===== src/rtl/mod_exp_engine.sv =====
// mod_exp_engine: iterative c = base^exponent mod modulo.
// Right-to-left binary exponentiation over the exponent bits (LSB first),
// built on interleaved shift-add modular multipliers.
// Optional build macro: MOD_EXP_EARLY_EXIT_EN. When it is defined, the engine
// finishes as soon as the remaining exponent bits are all zero.
// Ports:
//   clk_in    - system clock, rising edge
//   rst_in    - synchronous active-low reset
//   base      - operand (may be >= modulo)
//   exponent  - exponent
//   modulo    - modulus (zero flags an error)
//   valid_in  - request, accepted when busy_out is low
//   c_out     - result, held until the next result
//   valid_out - one-cycle result strobe
//   error_out - zero-modulus flag, only with valid_out
//   busy_out  - engine occupied, valid_in ignored
module mod_exp_engine #(
  parameter int unsigned WIDTH     = 10,
  parameter int unsigned EXP_WIDTH = WIDTH
) (
  input  logic                 clk_in,
  input  logic                 rst_in,
  input  logic [WIDTH-1:0]     base,
  input  logic [EXP_WIDTH-1:0] exponent,
  input  logic [WIDTH-1:0]     modulo,
  input  logic                 valid_in,
  output logic [WIDTH-1:0]     c_out,
  output logic                 valid_out,
  output logic                 error_out,
  output logic                 busy_out
);

  localparam int unsigned ACC_W  = WIDTH + 1;
  localparam int unsigned CNT_W  = $clog2(WIDTH + 1);
  localparam int unsigned STEP_W = $clog2(EXP_WIDTH + 1);

  localparam logic [1:0] S_IDLE   = 2'd0;
  localparam logic [1:0] S_REDUCE = 2'd1;
  localparam logic [1:0] S_STEP   = 2'd2;
  localparam logic [1:0] S_DONE   = 2'd3;

  logic [1:0]           state, state_nxt;
  logic [WIDTH-1:0]     m_q, r_q, res_q, mplier_q;
  logic [EXP_WIDTH-1:0] exp_q;
  logic [ACC_W-1:0]     acc_a, acc_b;
  logic [CNT_W-1:0]     bit_cnt;
  logic [STEP_W-1:0]    step_cnt;
  logic                 err_q;

  logic [ACC_W-1:0]     acc_a_nxt_c, acc_b_nxt_c;
  logic [WIDTH-1:0]     b_mcand_c;
  logic                 last_bit_c, last_step_c, reduce_exit_c, step_exit_c;

  // One interleaved step: acc = (2*acc + bit*x) mod m, with acc < m and x <= m.
  function automatic logic [ACC_W-1:0] mm_step(input logic [ACC_W-1:0] acc,
                                               input logic [WIDTH-1:0] x,
                                               input logic             b,
                                               input logic [WIDTH-1:0] m);
    logic [ACC_W-1:0] t;
    t = acc << 1;
    if (t >= {1'b0, m}) t = t - {1'b0, m};
    if (b) t = t + {1'b0, x};
    if (t >= {1'b0, m}) t = t - {1'b0, m};
    return t;
  endfunction

  // Multiplier datapaths; both products in STEP share the multiplier bits of r.
  always_comb begin
    b_mcand_c   = (state == S_REDUCE) ? WIDTH'(1) : r_q;
    acc_a_nxt_c = mm_step(acc_a, res_q, mplier_q[WIDTH-1], m_q);
    acc_b_nxt_c = mm_step(acc_b, b_mcand_c, mplier_q[WIDTH-1], m_q);
    last_bit_c  = (bit_cnt == CNT_W'(WIDTH - 1));
    last_step_c = (step_cnt == STEP_W'(EXP_WIDTH - 1));
`ifdef MOD_EXP_EARLY_EXIT_EN
    reduce_exit_c = (exp_q == '0);
    step_exit_c   = last_step_c || ((exp_q >> 1) == '0);
`else
    reduce_exit_c = 1'b0;
    step_exit_c   = last_step_c;
`endif
  end

  // State register.
  always_ff @(posedge clk_in) begin
    if (!rst_in) state <= S_IDLE;
    else         state <= state_nxt;
  end

  // Next-state logic.
  always_comb begin
    state_nxt = state;
    case (state)
      S_IDLE:   if (valid_in) state_nxt = (modulo == '0) ? S_DONE : S_REDUCE;
      S_REDUCE: if (last_bit_c) state_nxt = reduce_exit_c ? S_DONE : S_STEP;
      S_STEP:   if (last_bit_c && step_exit_c) state_nxt = S_DONE;
      default:  state_nxt = S_IDLE;
    endcase
  end

  // Datapath and registered outputs.
  always_ff @(posedge clk_in) begin
    if (!rst_in) begin
      m_q       <= '0;
      r_q       <= '0;
      res_q     <= '0;
      mplier_q  <= '0;
      exp_q     <= '0;
      acc_a     <= '0;
      acc_b     <= '0;
      bit_cnt   <= '0;
      step_cnt  <= '0;
      err_q     <= 1'b0;
      c_out     <= '0;
      valid_out <= 1'b0;
      error_out <= 1'b0;
      busy_out  <= 1'b0;
    end else begin
      valid_out <= 1'b0;
      error_out <= 1'b0;
      case (state)
        S_IDLE: begin
          if (valid_in) begin
            m_q      <= modulo;
            exp_q    <= exponent;
            mplier_q <= base;
            r_q      <= '0;
            res_q    <= '0;
            acc_a    <= '0;
            acc_b    <= '0;
            bit_cnt  <= '0;
            step_cnt <= '0;
            err_q    <= (modulo == '0);
            busy_out <= 1'b1;
          end
        end
        // r = base*1 mod m, scanning base as the multiplier so base >= m is safe.
        S_REDUCE: begin
          acc_b    <= acc_b_nxt_c;
          mplier_q <= mplier_q << 1;
          bit_cnt  <= bit_cnt + CNT_W'(1);
          if (last_bit_c) begin
            r_q      <= acc_b_nxt_c[WIDTH-1:0];
            mplier_q <= acc_b_nxt_c[WIDTH-1:0];
            res_q    <= (m_q == WIDTH'(1)) ? '0 : WIDTH'(1);
            acc_b    <= '0;
            bit_cnt  <= '0;
          end
        end
        S_STEP: begin
          acc_a    <= acc_a_nxt_c;
          acc_b    <= acc_b_nxt_c;
          mplier_q <= mplier_q << 1;
          bit_cnt  <= bit_cnt + CNT_W'(1);
          if (last_bit_c) begin
            if (exp_q[0]) res_q <= acc_a_nxt_c[WIDTH-1:0];
            r_q      <= acc_b_nxt_c[WIDTH-1:0];
            mplier_q <= acc_b_nxt_c[WIDTH-1:0];
            exp_q    <= exp_q >> 1;
            step_cnt <= step_cnt + STEP_W'(1);
            acc_a    <= '0;
            acc_b    <= '0;
            bit_cnt  <= '0;
          end
        end
        default: begin
          valid_out <= 1'b1;
          error_out <= err_q;
          c_out     <= err_q ? '0 : res_q;
          busy_out  <= 1'b0;
        end
      endcase
    end
  end

endmodule


===== config.mk =====
export PLATFORM = sky130hd
export DESIGN_NAME = mod_exp_engine
export DESIGN_NICKNAME = d
export VERILOG_FILES = /design/src/rtl/mod_exp_engine.sv
export SDC_FILE = /design/constraint.sdc
export NUM_CORES = 1
export LEC_CHECK = 0
export ABC_AREA = 1
export BUFFER_PORTS_ARGS = -buffer_cell sky130_fd_sc_hd__buf_4
export CAP_MARGIN = 10
export CORE_UTILIZATION = 60
export CTS_CLUSTER_DIAMETER = 50
export DETAILED_ROUTE_END_ITERATION = 10
export PLACE_DENSITY = 0.76
export SLEW_MARGIN = 20
export SYNTH_ARGS = -nofsm -noshare
export SYNTH_HDL_FRONTEND = slang
export SYNTH_SLANG_ARGS = --single-unit

===== constraint.sdc =====
create_clock -name clk_in -period 15.4 [get_ports clk_in]
set_clock_uncertainty 0.15 [all_clocks]
set_input_delay 0.77 -clock clk_in [delete_from_list [all_inputs] [get_ports clk_in]]
set_output_delay 0.77 -clock clk_in [all_outputs]
set_load 0.01 [all_outputs]

==> out/qor.yml <==
status: "complete, no violations"
clkLatencyLatePin_ns: 0.34
ioPinCount: 46
n_fill_cell: 1169
row_count: 41
hp-class: "flop to flop"
n_antenna_cell: 0
area_delta_synth_final_pct: 9.73
cts_tree: "done"
worst-path-stages: 31
grt_max_degree: 47
synth-main-ff-cell: "dfxtp_1"
dp_hpwl_um: 16500
cp.required_ns: 15.42
cts_resized: 0
ys_seq_area_frac: 0.244
criticalPathCategory: "flop to flop"
gp_congestion: 0.999
wl_um: 21500
grt_setup_unrepaired: "false"
yosysWarnings: 0
arrival_ns: 5.79
cts.clk_slew.worst_paths_ns: 0.07
mostFrequentLayoutCell: "nand2_1"
drc: 0
die_h_um: 115
critPathMaxFanout: 15
fmax_mhz: 173
crit_buf_inv: 3
cts.sinks: 94
ant_nets: 0
finalSetupTns_ns: 0
slowest_stage: "dfxtp_1"
grtUsageTotal: 0.334
hold_buffers: 0
dr.pass1.iters: 6
slowest_delay_ns: 0.48
async_reset_ff_frac: 0
synth_seq_cells: 94
holdWs_ns: 0.319
crit_top_cell: "nand2_1"
final_cell_mix: "nand2_1, inv_1, a21oi_1, nand3_1, dfxtp_1"
finalHoldViolations: 0
worst_pin_slew_ns: 0.997
cp-end-kind: "flop"
grt_pass1_vias: 6980
drt_iter0_drc: 798
viasPerCell: 5.79
ctsHtreeMaxLevel: 3
initial_core_util: 0.614
final_nets: 1312
syn_area_mm2: 0.00772
vias: 7984
cts_buffer_depth: 2
dieWidth_um: 115
cts_root_buffer: "clkbuf_16"
slew_viol_final: 0
grt_first_pass_wirelength_um: 34700
cts_buffers: 9
finalCriticalPeriod_ns: 5.77
crit_path_start_kind: "flop"
utilization: 0.674
crit_family: "simple AND/OR/NAND/NOR gates"
fp.coreArea_mm2: 0.0126
setup_viol: 0
rr_worst_depth: 31
synth_edf_count: 0
synth_fp_nets: 1289
drive_above_1_share: 0.108
overflow: 0
max_cap_viol_count: 0
slew_headroom: 0.333
ys_types: 46
postCtsSetupBuffers: 0
avgSynthCellArea_um2: 6.53
antenna_found_initial: 0
hold_depth: 2
port_buffers: 45
postSynthCellCount: 1181
die_area_mm2: 0.0133
post_drt_wl_per_cell_um: 15.6
min_period_over_period: 0.375
==> cell type report <==
class	count	area (µm²)	area share
tap	172	215	0.0254
timing repair buffer	49	368	0.0434
sequential	94	1880	0.222
clock buffer	9	225	0.0266
multi-input combinational	906	5140	0.607
clock inverter	6	93.8	0.0111
inverter	144	543	0.0641
==> stage by stage <==
| stage | cells | instance area, µm² | setup slack, ns |
|---|---|---|---|
| floorplan | 1181 | 7720 | 10.56 |
| global placement | 1364 | 8140 | 9.93 |
| detailed placement | 1364 | 8140 | 9.83 |
| CTS | 1379 | 8460 | 9.70 |
| global route | 1380 | 8470 | 9.15 |
| finish | 1380 | 8470 | 9.63 |
==> tightest hold or removal path, stage by stage (launching register included) <==
cell     delay, ns
dfxtp_1       0.31
nand2_1       0.05
a31oi_1       0.07
==> final timing paths <==
| check | start | endpoint | slack [ns] |
|---|---|---|---|
| min | exp_q[4] | exp_q[3] | 0.32 |
| max | m_q[1] | res_q[2] | 9.63 |
| max reg2reg | m_q[1] | res_q[2] | 9.63 |
| min reg2reg | exp_q[4] | exp_q[3] | 0.32 |
==> layer usage <==
metal,track usage,routed length (µm),vias up
met5,0,0,-
met4,0.103,473,0
met3,0.0464,1820,47
met2,0.496,9080,357
met1,0.494,10200,3610
li1,-,-,3970
==> Yosys cell counts (all sizes together) (6+ instances only) <==
master	n	area share
clkbuf	31	0.015
nor2	58	0.033
buf	6	0.0045
o21ai	74	0.048
xor2	28	0.032
ha	69	0.11
dfxtp	94	0.24
nand4	30	0.026
a31oi	12	0.0097
or2	16	0.013
xnor2	10	0.011
inv	141	0.069
a21oi	127	0.083
fa	6	0.016
nand2	316	0.16
nor3	11	0.0084
nand3	123	0.085
==> sequential cells by signal, indices dropped and copies added, names as in the netlist, 10 cells and up <==
name / count
mplier_q: 10
c_out: 10
acc_a: 10
res_q: 10
exp_q: 10
r_q: 10
m_q: 10
acc_b: 10
==> cell families after synthesis <==
kind of cell    Yosys count  share of synthesized area
compound gates          232                      0.160
xor+xnor                 38                     0.0431
fa+ha+maj                75                      0.127
buf+inv                 181                     0.0900
flops                    94                      0.244
simple gates            561                      0.336
Power is not shown: default switching activity piles up to over one toggle a cycle in this logic, so the estimate is an artifact.
